<file path="config.mk">
export PLATFORM = sky130hd
export DESIGN_NAME = sample_delay_aligner
export DESIGN_NICKNAME = d
export VERILOG_FILES = /design/src/rtl/sample_delay_aligner.sv
export SDC_FILE = /design/constraint.sdc
export NUM_CORES = 2
export LEC_CHECK = 0
export CORE_AREA = 3 3 493 690
export CTS_CLUSTER_DIAMETER = 60
export DETAILED_ROUTE_END_ITERATION = 6
export DIE_AREA = 0 0 496 693
export PLACE_DENSITY = 0.49
export SYNTH_ARGS = -nofsm -noshare
export SYNTH_HDL_FRONTEND = slang
export SYNTH_SLANG_ARGS = --single-unit
</file>
<file path="constraint.sdc">
create_clock -name clk_i -period 8.4 [get_ports clk_i]
set_input_delay 1.26 -clock clk_i [delete_from_list [all_inputs] [get_ports clk_i]]
set_output_delay 1.26 -clock clk_i [all_outputs]
set_load 0.01 [all_outputs]
</file>
<file path="src/rtl/sample_delay_aligner.sv">
// Valid-counted sample delay line: each sample (with its one-bit sync tag) is
// re-emitted when the D-th following valid sample is accepted.
module sample_delay_aligner #(
    parameter int unsigned IN_DW         = 32,
    parameter int unsigned MAX_DELAY     = 64,
    parameter int unsigned DEFAULT_DELAY = 16,
    parameter int unsigned DELAY_W       = $clog2(MAX_DELAY) + 1
) (
    input  logic               clk_i,
    input  logic               reset_ni,
    input  logic [IN_DW-1:0]   s_axis_in_tdata,
    input  logic               s_axis_in_tvalid,
    input  logic               sync_i,
    input  logic [DELAY_W-1:0] delay_i,
    input  logic               flush_i,
    output logic [IN_DW-1:0]   m_axis_out_tdata,
    output logic               m_axis_out_tvalid,
    output logic               m_axis_out_tuser,
    output logic               primed_o,
    output logic               sync_dropped_o
);

    localparam int unsigned AW = $clog2(MAX_DELAY);

    typedef logic [IN_DW:0] entry_t;

    entry_t             ring_q [MAX_DELAY];
    logic [AW-1:0]      wp_q, wp_d;
    logic [DELAY_W-1:0] dly_q, dly_d;
    logic [DELAY_W-1:0] fill_q, fill_d;
    logic [DELAY_W-1:0] tags_q, tags_d;
    logic [IN_DW-1:0]   tdata_q, tdata_d;
    logic               tvalid_q, tvalid_d;
    logic               tuser_q, tuser_d;
    logic               dropped_q, dropped_d;

    logic               accept;
    logic               primed;
    logic               fire;
    logic [AW-1:0]      rd_addr;
    entry_t             rd_entry;
    logic [DELAY_W-1:0] delay_clamped;

    assign accept   = s_axis_in_tvalid && !flush_i;
    assign primed   = (fill_q == dly_q);
    assign fire     = accept && primed;
    // D == MAX_DELAY wraps onto wp itself; the read still sees the old entry.
    assign rd_addr  = wp_q - dly_q[AW-1:0];
    assign rd_entry = ring_q[rd_addr];

    always_comb begin
        delay_clamped = delay_i;
        if (delay_i == '0) begin
            delay_clamped = DELAY_W'(1);
        end else if (delay_i > DELAY_W'(MAX_DELAY)) begin
            delay_clamped = DELAY_W'(MAX_DELAY);
        end
    end

    always_comb begin
        wp_d      = wp_q;
        dly_d     = dly_q;
        fill_d    = fill_q;
        tags_d    = tags_q;
        tdata_d   = tdata_q;
        tvalid_d  = 1'b0;
        tuser_d   = tuser_q;
        dropped_d = 1'b0;
        if (flush_i) begin
            wp_d      = '0;
            dly_d     = delay_clamped;
            fill_d    = '0;
            tags_d    = '0;
            dropped_d = (tags_q != '0) || (s_axis_in_tvalid && sync_i);
        end else if (accept) begin
            wp_d = wp_q + AW'(1);
            if (!primed) begin
                fill_d = fill_q + DELAY_W'(1);
            end
            if (fire) begin
                tvalid_d = 1'b1;
                tdata_d  = rd_entry[IN_DW-1:0];
                tuser_d  = rd_entry[IN_DW];
            end
            // Net in-flight tag count: a tag entering and one leaving cancel.
            case ({sync_i, fire && rd_entry[IN_DW]})
                2'b10:   tags_d = tags_q + DELAY_W'(1);
                2'b01:   tags_d = tags_q - DELAY_W'(1);
                default: tags_d = tags_q;
            endcase
        end
    end

    always_ff @(posedge clk_i or negedge reset_ni) begin
        if (!reset_ni) begin
            wp_q      <= '0;
            dly_q     <= DELAY_W'(DEFAULT_DELAY);
            fill_q    <= '0;
            tags_q    <= '0;
            tdata_q   <= '0;
            tvalid_q  <= 1'b0;
            tuser_q   <= 1'b0;
            dropped_q <= 1'b0;
        end else begin
            wp_q      <= wp_d;
            dly_q     <= dly_d;
            fill_q    <= fill_d;
            tags_q    <= tags_d;
            tdata_q   <= tdata_d;
            tvalid_q  <= tvalid_d;
            tuser_q   <= tuser_d;
            dropped_q <= dropped_d;
        end
    end

    // Ring contents are never reset; fill gating keeps stale entries unread.
    always_ff @(posedge clk_i) begin
        if (accept) begin
            ring_q[wp_q] <= {sync_i, s_axis_in_tdata};
        end
    end

    assign m_axis_out_tdata  = tdata_q;
    assign m_axis_out_tvalid = tvalid_q;
    assign m_axis_out_tuser  = tuser_q;
    assign primed_o          = primed;
    assign sync_dropped_o    = dropped_q;

endmodule

</file>
==> results.md <==
Worst setup path:
- For the worst setup path, the data arrival time is 6750 ps.
- STA classifies the critical path startpoint as a register.
- The number of buffer and inverter instances along the worst setup path is 3.
- The worst register-to-register path ends at m_axis_out_tdata[14].
- The maximum net fanout on the critical path is 129.
- The slowest stage of the critical path is the fa_4 cell.
- STA classifies the critical path endpoint as a register.
- The largest single stage delay on the critical path is 1580 ps.
- The class of the most critical setup path is reg -> reg.
- Data on the critical path is required at its endpoint by 9040 ps.
- In this run the critical register-to-register path is launched from wp_q[1].
- The kind of cell with the highest combined delay on the critical path is buffers and inverters.
- Walking the worst path, the cells encountered are inv_1, fa_4, buf_12, buf_4, mux4_2, mux4_2, nand2_1, nand2_1, o21ai_0, o21ai_0.
- The logic depth of the worst register-to-register path is 10.
- The worst register-to-register path has a setup slack of 2300 ps.

Placement:
- The half-perimeter wire length of the detailed placement result is 134000 µm.
- After detailed placement, the total cell area comes to 90400 µm².
- The count of input and output buffers is 79.
- At the end of routability-driven placement, the weighted congestion stood at 0.792.

STA:
- The accumulated negative setup slack is 0 ps.
- The highest attainable clock frequency is 164 MHz.
- In the finished design, the share of the clock period the worst path needs comes to 0.726.
- The routed design could run at a clock period as short as 6100 ps.
- In this run the tightest slew margin relative to its limit is 0.258.
- The count of final max-slew check failures is 0.
- Setup repair after global routing left no endpoint under its margin.
- The final setup violation count is 0.
- The actual slew at the worst max-slew pin is 1110 ps.
- The count of endpoints failing hold in the final timing report is 0.
- The worst clock skew is 44.0 ps.

Clocking:
- CTS built an H-tree with a depth of 4.
- The clock net in this run drives a total of 2174 sinks.
- Gates resized during post-CTS repair numbered 0.
- The clock tree root driver cell is clkbuf_16.
- The clock tree from TritonCTS is done.
- Clock-pin slew was measured on the worst setup and hold paths at 70 ps.
- The buffer levels on the longest clock path is 4.
- Hold repair after CTS inserted 0 buffers.
- The clock latency on the worst-skew pair is 840 ps.
- After clock tree synthesis, the setup repair step added 0 buffers.
- The number of buffers inserted during clock tree synthesis is 199.

GRT:
- For this run the aggregate overflow at the end of global routing stands at 0.
- The via count of the first global-routing pass is 40861.
- The aggregate global-route resource usage is 0.138.
- Entering global routing, the biggest net connects 130 pins.
- The first global-routing pass estimated 333000 µm of wire.
- The number of antenna violations at the first check in global routing is 27.

Power:
- Dividing total power by cell area gives a power density of 261 nW/µm².
- The analysis attributes to cell leakage a power of 29.6 nW.
- The highest ir drop seen on vdd is 0.214 mV.

Drt:
- The count of nets left with antenna violations once routing finished came out at 0.
- The detail-routed net length per standard cell is 28.6 µm.
- The starting DRC count in detailed routing is 4055.
- The number of remaining DRC errors is 0.
- Summing over every cut layer, the via total after detailed routing is 38377.
- After detailed routing, the number of vias per cell comes to 4.57.
- For this run, the detailed router's first-pass iteration total came to 7.
- The routed wire length is 240000 µm.

Synthesis:
- The sequential element share of the synthesized area is 0.779.
- Synthesis produced a netlist whose cell count is 3575.
- When the netlist entered floorplanning its net count stood at 3633.
- Yosys mapped the design onto 48 distinct sky130hd cell types.
- During synthesis, Yosys emitted a total of 0 warnings.
- The dominant synthesized flop cell is edfxtp_1.
- Counting flops and latches in the post-synthesis netlist gives 2174.
- Of all flip-flops after synthesis, the portion carrying an async set or reset was 0.0285.
- Yosys mapped a number of flops with a built-in enable equal to 2112.
- The total standard cell area after synthesis is 83400 µm².
- The average cell area after synthesis is 23.3 µm².

Outcome:
- The flow ran to the end, and the final reports show no timing, DRC or antenna violations.

Worst hold path:
- The kind of path behind the tightest hold check is in -> async.

Finish:
- Once layout is done, the placed cells without fillers occupy 96700 µm².
- The number of fillers in the final layout is 32574.
- The top cell types in the final layout, fill and taps aside, are edfxtp_1, mux4_2, nand2_1, clkbuf_16, buf_4.
- Relative to the synthesized area, the layout overhead comes to 15.9%.
- The share of final-layout standard cells stronger than drive strength 1 is 0.295.
- Leaving out fill and tap cells, the most frequent cell in the layout is edfxtp_1.
- At the end of the flow, the number of nets in the layout was 3859.

Floorplanning:
- The number of top-level pins is 80.
- The die outline area is 344000 µm².
- The core outline area is 334000 µm².
- The initial utilization of the core area, before any placement, comes to 0.250.
- The vertical die dimension is 693 µm.
- The count of standard-cell rows is 251.
- The die extent in x is 496 µm.

Flow run:
- Max-cap violations in this run came to 0.
## per-stage QoR
stage / worst slack (ps) / power (W) / hold WS, ps / util / instances
floorplan: 3570 / 0.0147 / 480 / - / 3575
global placement: 2140 / 0.0166 / 518 / 0.270 / 8027
detailed placement: 2210 / 0.0166 / 518 / 0.270 / 8027
CTS: 2170 / 0.0256 / 353 / 0.289 / 8379
global route: 2020 / 0.0260 / 381 / 0.289 / 8398
finish: 2300 / 0.0252 / 409 / 0.289 / 8402
## area by class of cell
type	count	area (µm²)	area share
inverter	12	45.0	0.000466
timing repair buffer	213	1690	0.0175
sequential	2174	65000	0.672
antenna	23	57.6	0.000595
multi-input combinational	1201	18100	0.188
clock buffer	255	5330	0.0551
clock inverter	97	902	0.00933
tap	4427	5540	0.0573
## Yosys cell counts, types with 5 or more instances
| cell | instances | area share |
|---|---|---|
| a21o_1 | 6 | 0.00054 |
| a21oi_1 | 5 | 0.00030 |
| buf_1 | 26 | 0.0012 |
| buf_2 | 67 | 0.0040 |
| clkbuf_1 | 91 | 0.0041 |
| dfrtp_1 | 61 | 0.018 |
| edfxtp_1 | 2112 | 0.76 |
| ha_1 | 12 | 0.0018 |
| inv_1 | 12 | 0.00054 |
| mux2_1 | 6 | 0.00081 |
| mux4_1 | 7 | 0.0022 |
| mux4_2 | 651 | 0.18 |
| nand2_1 | 221 | 0.0099 |
| nand2b_1 | 7 | 0.00052 |
| nand3_1 | 37 | 0.0022 |
| nand4_1 | 12 | 0.00090 |
| nor2_1 | 91 | 0.0041 |
| nor2b_1 | 10 | 0.00075 |
| o21ai_0 | 69 | 0.0041 |
| xnor2_1 | 9 | 0.00094 |
| xor2_1 | 16 | 0.0017 |
## power by group
group	total [W]	internal [W]	switching, W
clock	0.00896	0.00497	0.00399
sequential	0.0122	0.0120	0.000186
combinational	0.00407	0.00170	0.00237
total	0.0252	0.0186	0.00655
## flip-flops by register name, indices dropped and copies added (netlist names)
register           count
wp_q                   6
fill_q                 7
m_axis_out_tdata      32
m_axis_out_tvalid      1
ring_q              2112
sync_dropped_o         1
dly_q                  7
m_axis_out_tuser       1
tags_q                 7
## cell families (layout without fill, tap and decap cells)
| family | count (synthesis) | in the layout | synth area share |
|---|---|---|---|
| and+or+nand+nor | 399 | 399 | 0.0201 |
| AOI/OAI and AO/OA | 92 | 92 | 0.00615 |
| other | 0 | 23 | 0 |
| muxes | 670 | 670 | 0.180 |
| adders and majority gates | 14 | 14 | 0.00228 |
| buffers and inverters | 200 | 577 | 0.0104 |
| DFF | 2174 | 2174 | 0.779 |
| xor gates and xnor gates | 26 | 26 | 0.00282 |
## layer usage
layer / track usage / vias to the layer above / part of all wire
met2: 0.247 / 1111 / 0.53
met3: 0.0187 / 288 / 0.049
met5: 0 / - / 0.00040
met4: 0.0420 / 16 / 0.028
met1: 0.171 / 21411 / 0.39
li1: - / 15551 / -
## worst max path at each step
stage / to / slack, ps / cells past startpoint / start
2_1_floorplan: ring_q[41][0] / 3570 / 4 / s_axis_in_tvalid
3_3_place_gp: m_axis_out_tdata[17] / 2140 / 10 / wp_q[1]
3_5_place_dp: m_axis_out_tdata[14] / 2210 / 10 / wp_q[1]
4_1_cts: m_axis_out_tdata[14] / 2170 / 10 / wp_q[1]
5_1_grt: m_axis_out_tdata[14] / 2020 / 10 / wp_q[1]
6_report: m_axis_out_tdata[14] / 2300 / 10 / wp_q[1]
No activity file was read; power rests on OpenSTA's default activity.
